--- config.mk ---
export PLATFORM = sky130hd
export DESIGN_NAME = button_conditioner
export DESIGN_NICKNAME = d
export VERILOG_FILES = /design/src/rtl/button_conditioner.sv
export SDC_FILE = /design/constraint.sdc
export NUM_CORES = 1
export LEC_CHECK = 0
export BUFFER_PORTS_ARGS = -buffer_cell sky130_fd_sc_hd__buf_2
export CORE_MARGIN = 4
export CORE_UTILIZATION = 25
export CTS_CLUSTER_SIZE = 20
export DETAILED_ROUTE_END_ITERATION = 10
export SLEW_MARGIN = 20
export SYNTH_ARGS = -nofsm -noshare
export SYNTH_HDL_FRONTEND = slang
export SYNTH_SLANG_ARGS = --single-unit
--- constraint.sdc ---
create_clock -name clk -period 6.8 [get_ports clk]
set_input_delay 1.36 -clock clk [delete_from_list [all_inputs] [get_ports clk]]
set_output_delay 1.36 -clock clk [all_outputs]
set_load 0.03 [all_outputs]
--- src/rtl/button_conditioner.sv ---
// Push-button conditioner: 2-flop synchronizer, debounce FSM, level and one-cycle press/release pulses.
// Define BTN_AUTOREPEAT_EN to add auto-repeat press pulses while a button is held.
module button_conditioner #(
   parameter int NB           = 4,
   parameter int DB_CYCLES    = 1000000,
   parameter int CW           = 20,
   parameter int REPEAT_DELAY = 50000000,
   parameter int REPEAT_RATE  = 10000000
) (
   input  logic          clk,
   input  logic          reset,
   input  logic [NB-1:0] btn_raw,
   output logic [NB-1:0] btn_level,
   output logic [NB-1:0] btn_press,
   output logic [NB-1:0] btn_release
);

   typedef enum logic [1:0] {
      IDLE         = 2'd0,
      PRESS_WAIT   = 2'd1,
      PRESSED      = 2'd2,
      RELEASE_WAIT = 2'd3
   } state_t;

   localparam logic [CW-1:0] CNT_LAST = CW'(DB_CYCLES - 1);

   logic [NB-1:0] s1_q, s1_d;
   logic [NB-1:0] s_q, s_d;
   state_t        state_q [NB];
   state_t        state_d [NB];
   logic [CW-1:0] cnt_q   [NB];
   logic [CW-1:0] cnt_d   [NB];
   logic [NB-1:0] level_q, level_d;
   logic [NB-1:0] press_q, press_d;
   logic [NB-1:0] release_q, release_d;

`ifdef BTN_AUTOREPEAT_EN
   localparam int            RW         = $clog2(REPEAT_DELAY + 1);
   localparam logic [RW-1:0] RCNT_LAST  = RW'(REPEAT_DELAY - 1);
   // Reloading here makes the next hit land exactly REPEAT_RATE cycles later.
   localparam logic [RW-1:0] RCNT_RELOAD = RW'(REPEAT_DELAY - REPEAT_RATE);

   logic [RW-1:0] rcnt_q [NB];
   logic [RW-1:0] rcnt_d [NB];
`else
   logic unused_repeat_cfg;
   assign unused_repeat_cfg = ^{REPEAT_DELAY, REPEAT_RATE};
`endif

   always_comb begin
      // NOTE: every variable gets a default before the case so no path leaves it unassigned (no latches).
      s1_d      = btn_raw;
      s_d       = s1_q;
      level_d   = level_q;
      press_d   = '0;
      release_d = '0;
      for (int i = 0; i < NB; i++) begin
         state_d[i] = state_q[i];
         cnt_d[i]   = cnt_q[i];
`ifdef BTN_AUTOREPEAT_EN
         rcnt_d[i]  = rcnt_q[i];
`endif
         case (state_q[i])
            IDLE: begin
               if (s_q[i]) begin
                  state_d[i] = PRESS_WAIT;
                  cnt_d[i]   = CW'(1);
               end
            end
            PRESS_WAIT: begin
               if (!s_q[i]) begin
                  state_d[i] = IDLE;
                  cnt_d[i]   = '0;
               end else if (cnt_q[i] == CNT_LAST) begin
                  state_d[i] = PRESSED;
                  level_d[i] = 1'b1;
                  press_d[i] = 1'b1;
                  cnt_d[i]   = '0;
`ifdef BTN_AUTOREPEAT_EN
                  rcnt_d[i]  = '0;
`endif
               end else begin
                  cnt_d[i] = cnt_q[i] + CW'(1);
               end
            end
            PRESSED: begin
               if (!s_q[i]) begin
                  state_d[i] = RELEASE_WAIT;
                  cnt_d[i]   = CW'(1);
               end
`ifdef BTN_AUTOREPEAT_EN
               if (rcnt_q[i] == RCNT_LAST) begin
                  press_d[i] = 1'b1;
                  rcnt_d[i]  = RCNT_RELOAD;
               end else begin
                  rcnt_d[i] = rcnt_q[i] + RW'(1);
               end
`endif
            end
            RELEASE_WAIT: begin
               // A short low blip returns to PRESSED without clearing the repeat timer.
               if (s_q[i]) begin
                  state_d[i] = PRESSED;
                  cnt_d[i]   = '0;
               end else if (cnt_q[i] == CNT_LAST) begin
                  state_d[i]   = IDLE;
                  level_d[i]   = 1'b0;
                  release_d[i] = 1'b1;
                  cnt_d[i]     = '0;
               end else begin
                  cnt_d[i] = cnt_q[i] + CW'(1);
               end
            end
            default: begin
               state_d[i] = IDLE;
               cnt_d[i]   = '0;
            end
         endcase
      end
   end

   // NOTE: state uses non-blocking assignments so every flop samples pre-edge values.
   always_ff @(posedge clk or posedge reset) begin
      if (reset) begin
         s1_q      <= '0;
         s_q       <= '0;
         level_q   <= '0;
         press_q   <= '0;
         release_q <= '0;
         // NOTE: the per-channel counter arrays are plain flops, so they are reset like any other state.
         for (int i = 0; i < NB; i++) begin
            state_q[i] <= IDLE;
            cnt_q[i]   <= '0;
         end
      end else begin
         s1_q      <= s1_d;
         s_q       <= s_d;
         level_q   <= level_d;
         press_q   <= press_d;
         release_q <= release_d;
         for (int i = 0; i < NB; i++) begin
            state_q[i] <= state_d[i];
            cnt_q[i]   <= cnt_d[i];
         end
      end
   end

`ifdef BTN_AUTOREPEAT_EN
   always_ff @(posedge clk or posedge reset) begin
      if (reset) begin
         for (int i = 0; i < NB; i++) rcnt_q[i] <= '0;
      end else begin
         for (int i = 0; i < NB; i++) rcnt_q[i] <= rcnt_d[i];
      end
   end
`endif

   assign btn_level   = level_q;
   assign btn_press   = press_q;
   assign btn_release = release_q;

endmodule
==> results.md, run 1 <==
* Status: complete, no violations
* Least-Margin Pin Slew at 1090 ps
* Main synth FF type: dfrtp_1
* Maximum clock insertion buffer count at 2
* Num rows at 54
* Global route overflow at 0
* Post-route cell area at 6220 µm²
* Clk sink count at 108
* Ys async rst share at 100%
* Vias in the first global route at 4102
* Initial core utilization at 25.4%
* Die footprint at 24500 µm²
* GRT Overall Usage at 9.97%
* DR vias/cell at 5.00
* CTS clk-pin slew, worst paths at 80 ps
* Syn avg cell area at 9.56 µm²
* Fin. max-slew vios at 0
* Die Ht at 157 µm
* Worst hold-check path type: flop to flop
* Wirelength per Cell at 13.3 µm
* Clock Skews at 6.17 ps
* Input/output buffers at 17
* Yosys top cell area share at 49.0%
* Fin nets at 600
* Core box area at 21800 µm²
* # resized after CTS at 0
* Via Count at 4378
* GPL Wtd Cong at 0.773
* Top cells by count, synth: 108 x dfrtp_1, 62 x nand2_1, 46 x a31oi_1
* RSZ-0062 raised after global routing: no
* Placed Instance Area at 5880 µm²
* Setup bufs post-CTS at 0
* Fraction of layout cells with a size suffix above 1 at 10.9%
* Crit-path max FO at 36
* Chip Width at 157 µm
* Final HPWL DP at 7640 µm
* Max Freq at 0.402 GHz
* Final Power at 1.77 mW
* Syn_nets at 587
* Element type at the critical path end: flop
* Clk Latency, worst-skew pair at 360 ps
* Post-synthesis cell count at 577
* Slew headroom at 26.5%
* Critical Setup Path Class: flop to flop
* Worst hold slack at 356 ps
* Top cells by area, synth: dfrtp_1 49%, a31oi_1 5.2%, nand2_1 4.2%
* IO Pins at 18
* Startpoint types: flop
* Synth cell types at 62
* Final Cycle Share at 36.6%
* DRT antenna net count at 0
* Critical Path RT at 7090 ps
* CTS buffer count at 9
* Largest net degree at the start of global routing at 59
* Leakage at 2.54 nW
* PwrDens at 284 nW/µm²
* Ant. Diodes at 0
* Setup violators final at 0
* Iteration count of the initial detailed-routing pass at 4
* Final hold vios at 0
* Placement Setup Slack at 4030 ps
* Post-synthesis sequential area ratio at 49.0%
* Top-count cell post-synth: dfrtp_1
* First-pass GRT wire length at 20300 µm
* H-tree Lvls at 3
* Number of remaining DRC errors at 0
* Period minus WS final at 2490 ps
* Initial antenna violation count at 0
* WL final at 11600 µm
* Worst setup margin at 4310 ps
* Peak supply drop at 0.000140 V
* Clk root buf: clkbuf_16
* CTS tree: done
* # Max-Cap Violations at 0
* DR iter-0 viols at 425
* Setup_tns at 0 ps
* EDFF count, synth at 0
* Synth Warn # at 0
* Mapped cell area at 5520 µm²
* Hold buffer count at CTS at 0
* Worst Path Arrival at 2780 ps
* Seq cells post-synth at 108
* Largest area contributor in the netlist: dfrtp_1
* Syn-to-layout area delta at 12.7%
[cells by family (layout without fill, tap and decap cells)]
kind of cell,count (synthesis),in the layout,synth area share (%)
compound gates,175,175,20.3
xor+xnor,8,8,1.41
fa+ha+maj,4,4,0.907
buf+inv,40,58,3.24
flops,108,108,49.0
mux,4,4,0.816
simple gates,238,238,24.3
[per-stage QoR]
stage,std cells,utilization (%)
floorplan,577,-
global placement,859,27.0
detailed placement,859,27.0
CTS,875,28.6
global route,875,28.6
finish,875,28.6
[worst max-delay path, cell delays in order, from the launching register on]
cell and delay (ps):
dfrtp_1 410, ha_1 240, nand3_1 220, and4bb_2 290
a21oi_4 670, or3b_2 500, nand3_1 90
[final cells by class]
class | count | area (µm²)
clock buffers | 9 | 225
clock inverters | 7 | 106
fillers | 2275 | 15500
inverters | 22 | 85.1
multi-input cells | 429 | 2640
flip-flops and latches | 108 | 2700
well taps | 280 | 350
repair buffers | 20 | 108
[sequential cells by signal, indices dropped and copies added, names as in the netlist, named ones only]
signal       count
btn_release      4
state_q          4
btn_level        4
btn_press        4
s1_q             4
s_q              4
cnt_q           80
[per-layer routing]
metal	wire, µm	vias to the layer above	GRT usage [%]
li1	-	2184	-
met1	6080	2126	14.4
met2	4970	57	14.9
met3	402	11	2.49
met4	150	0	2.77
met5	0	-	0
[final timing paths]
| kind | from | endpoint | slack [ps] | cells past startpoint |
|---|---|---|---|---|
| worst min-delay path | s1_q[1] | s_q[1] | 360 | 0 |
| min in group asynchronous | reset | cnt_q[72] | 1090 | 2 |
| max in group asynchronous | reset | cnt_q[29] | 4540 | 3 |
| worst min register to register | s1_q[1] | s_q[1] | 360 | 0 |
| worst max register to register | cnt_q[0] | cnt_q[18] | 4310 | 6 |
| worst max-delay path | cnt_q[0] | cnt_q[18] | 4310 | 6 |
[placed cells by master, fill, tap and decap left out, types with 13 or more instances in the layout]
| master | count |
|---|---|
| a21oi_1 | 36 |
| a31oi_1 | 46 |
| buf_2 | 17 |
| dfrtp_1 | 108 |
| inv_1 | 21 |
| nand2_1 | 62 |
| nand2b_1 | 13 |
| nand3_1 | 42 |
| nand4_1 | 16 |
| nor2_1 | 34 |
| o21ai_0 | 38 |
[report_power, final]
group | switching, mW | total (mW) | internal, mW
logic | 0.280 | 0.422 | 0.143
clock network | 0.255 | 0.584 | 0.329
registers | 0.0686 | 0.761 | 0.693
total | 0.603 | 1.77 | 1.16
Note: power is estimated with default switching activity, not from simulation.
==> run 2: changes to the inputs <==
--- a/config.mk
+++ b/config.mk
@@ -5,6 +5,7 @@
 export SDC_FILE = /design/constraint.sdc
 export NUM_CORES = 1
 export LEC_CHECK = 0
+export ABC_AREA = 1
 export BUFFER_PORTS_ARGS = -buffer_cell sky130_fd_sc_hd__buf_2
 export CORE_MARGIN = 4
 export CORE_UTILIZATION = 25
==> constraint.sdc (replaced) <==
create_clock -name clk -period 2.4 [get_ports clk]
set_input_delay 0.48 -clock clk [delete_from_list [all_inputs] [get_ports clk]]
set_output_delay 0.48 -clock clk [all_outputs]
set_load 0.03 [all_outputs]
==> run 2 against run 1 <==
  * Count of clock-buffer cells in the layout up 4
  * First-iteration DRC count down 18%
  * Wire length up 8.7%
  * Worst hold slack worse by 300 ps
  * Clock power rose to 2.6 times the previous value
  * Utilization up 0.56 points
  * Die area up 6.3%
  * Largest power group unchanged
==> results.md, run 2 <==
* Ant. Diodes at 0 (unchanged)
* Worst r2r src: cnt_q[0]
* Worst hold-check path type: primary input to asynchronous set/reset pin
* DRT antenna net count at 0 (unchanged)
* Wirelength per Cell at 11.5 µm (-14%)
* Slew headroom at 64.9% (+38 points)
* Initial core utilization at 25.7% (+0.32 points)
* Seq pwr share at 45.5% (+2.4 points)
* Clock power share at 33.4% (+0.3 points)
* Crit path cell chain: ha_1 > nand2_2 > nor3_2 > nand3_1 > nand2_2 > inv_2 > nand3_1 > o21ai_0
* Final Cycle Share at 75.3% (+39 points)
* Critical Path RT at 2630 ps (-4460 ps)
* Leakage at 2.90 nW (+14%)
* Num rows at 55 (+1.9%)
* Seq cells post-synth at 108 (unchanged)
* Hold buffer count at CTS at 0 (unchanged)
* Syn_nets at 768 (+31%)
* Synth Warn # at 0 (unchanged)
* RSZ-0062 raised after global routing: no
* # Max-Cap Violations at 0 (unchanged)
* CTS buffer count at 9 (unchanged)
* Worst path buffer plus inverter count at 1 (+1)
* Via Count at 4836 (+10%)
* Maximum clock insertion buffer count at 2 (unchanged)
* Startpoint types: flop
* Top delay family on crit path: simple AND/OR/NAND/NOR gates
* Sw Pwr at 1.51 mW (+150%)
* Post-synthesis sequential area ratio at 45.9% (-3.1 points)
* R2R setup slack at 590 ps (-3720 ps)
* Chip Width at 161 µm (+3.1%)
* DR iter-0 viols at 350 (-18%)
* Worst path slowest cell: dfrtp_1
* CTS tree: done
* Element type at the critical path end: flop
* Number of remaining DRC errors at 0 (unchanged)
* Worst R2R End: cnt_q[12]
* Non-filler cells, final at 1101 (+26%)
* Synth cell types at 37 (-40%)
* GRT Overall Usage at 10.2% (+0.21 points)
* Crit-path max FO at 13 (-64%)
* Switching share of total power at 32.8% (-1.3 points)
* Fin nets at 793 (+32%)
* Worst setup margin at 593 ps (-3720 ps)
* Vias in the first global route at 4610 (+12%)
* Final Power at 4.60 mW (+160%)
* Clk Latency, worst-skew pair at 350 ps (about the same)
* Worst setup path end: cnt_q[12]
* PwrDens at 689 nW/µm² (+140%)
* Post-synthesis cell count at 758 (+31%)
* Post-Place Cells at 1085 (+26%)
* Share of power burned in combinational logic at 21.0% (-2.9 points)
* DR vias/cell at 4.39 (-12%)
* IO Pins at 18 (unchanged)
* H-tree Lvls at 3 (unchanged)
* Worst Path Arrival at 2040 ps (-740 ps)
* Main synth FF type: dfrtp_1
* Syn-to-layout area delta at 13.5%
* First-pass GRT wire length at 22300 µm (+9.6%)
* Die Ht at 161 µm (+3.1%)
* Commonest cells after routing, fill and taps aside: 191 x nand2_1, 108 x dfrtp_1, 92 x inv_1, 76 x nor2_1, 68 x nand3_1
* Top-count cell post-synth: nand2_1
* # resized after CTS at 0 (unchanged)
* Initial antenna violation count at 0 (unchanged)
* Setup_tns at 0 ps (unchanged)
* Least-Margin Pin Slew at 526 ps (-566 ps)
* Top cells by count, synth: 191 x nand2_1, 108 x dfrtp_1, 93 x inv_1
* Input/output buffers at 17 (unchanged)
* Yosys top cell area share at 45.9% (-3.1 points)
* Largest net degree at the start of global routing at 41 (-31%)
* EDFF count, synth at 0 (unchanged)
* Fin. max-slew vios at 0 (unchanged)
* FILL cells at 2422 (+6.5%)
* Clk root buf: clkbuf_16
* Period minus WS final at 1810 ps (-679 ps)
* Setup violators final at 0 (unchanged)
* Iteration count of the initial detailed-routing pass at 4 (unchanged)
* CP peak stage delay at 400 ps (-270 ps)
* R2R depth at 8 (+2)
* Status: complete, no violations
* GPL Wtd Cong at 0.836 (+8.2%)
* Stages on the worst setup path at 8 (+2)
* Internal power at 3.09 mW (+170%)
* Largest area contributor in the netlist: dfrtp_1
* Top cells by area, synth: dfrtp_1 46%, nand2_1 12%, inv_1 5.9%
* Global route overflow at 0 (unchanged)
* Peak supply drop at 0.000325 V (+130%)
* Core box area at 22900 µm² (+5.3%)
* Final HPWL DP at 9090 µm (+19%)
* Die footprint at 26100 µm² (+6.3%)
* Setup bufs post-CTS at 0 (unchanged)
* Critical Setup Path Class: flop to flop
* Max Freq at 0.553 GHz (+38%)
* Ys async rst share at 100% (unchanged)
* Most common cell after layout, fill and taps aside: nand2_1
* Final hold vios at 0 (unchanged)
* Clk sink count at 108 (unchanged)
* Placement Setup Slack at 609 ps (-3420 ps)
* Mapped cell area at 5880 µm² (+6.6%)
* CP startpoint: cnt_q[0]
* Fraction of layout cells with a size suffix above 1 at 10.7% (-0.26 points)
* Biggest register: cnt_q
* Syn avg cell area at 7.76 µm² (-19%)
* WL final at 12600 µm (+8.7%)
* CTS clk-pin slew, worst paths at 70 ps (about the same)
* Max reg flops at 80 (unchanged)
* Clock Skews at 6.60 ps (+0.436 ps)
==> run 2: cell count changes in the layout (fill, tap and decap cells not counted), moves of 24 or more <==
cell / previous run / this run
a31oi_1: 46 / 0
inv_1: 21 / 92
nand2_1: 62 / 191
nand3_1: 42 / 68
nor2_1: 34 / 76
xor2_1: 6 / 30
==> run 2: worst min-delay path by stage <==
stage,endpoint,slack [ps],cells after the start
floorplan,s_q[0],330,0
global placement,s_q[3],330,0
detailed placement,s_q[2],340,0
CTS,btn_press[2],40,2
global route,btn_release[2],50,2
finish,btn_press[2],50,2
==> run 2: per-layer routing <==
metal / wire length (µm) / share of wire (%) / up-vias / GRT usage (%)
met4: 171 / 1.4 / 0 / 3.22
met3: 495 / 3.9 / 14 / 2.17
met5: 0 / 0 / - / 0
met2: 5650 / 45 / 67 / 15.9
li1: - / - / 2495 / -
met1: 6290 / 50 / 2260 / 14.1
==> run 2: final cells by class <==
type | instances | area (µm²) | share of cell area, %
timing repair buffer | 23 | 155 | 2.32
clock buffer | 13 | 260 | 3.90
inverter | 100 | 379 | 5.67
clock inverter | 3 | 45.0 | 0.674
multi-input combinational | 541 | 2750 | 41.1
sequential | 108 | 2700 | 40.4
tap | 313 | 392 | 5.86
==> run 2: power by group through the flow <==
stage,Combinational (mW),Clock [mW],Sequential (mW)
finish,0.968,1.54,2.10
global route,1.12,1.68,2.12
CTS,0.991,1.61,2.10
detailed placement,0.989,0,2.13
global placement,0.986,0,2.12
floorplan,0.751,0,2.10
==> run 2: cells by family (layout without fill, tap and decap cells) <==
kind of cell,Yosys count,after routing,synth area share [%]
AND/OR/NAND/NOR,408,408,31.5
buffers and inverters,109,139,7.38
flip-flops,108,108,45.9
AO/OA/AOI/OAI,91,91,8.63
XOR/XNOR,35,35,5.21
adder cells (fa/ha/maj),4,4,0.851
multiplexers,3,3,0.510
==> run 2: through the flow <==
| stage | util, % | area (µm²) | hold WS, ps |
|---|---|---|---|
| CTS | 29.2 | 6680 | 41.2 |
| global route | 29.2 | 6680 | 53.1 |
| floorplan | - | 5890 | 331 |
| global placement | 27.8 | 6380 | 332 |
| finish | 29.2 | 6680 | 52.9 |
| detailed placement | 27.8 | 6380 | 336 |
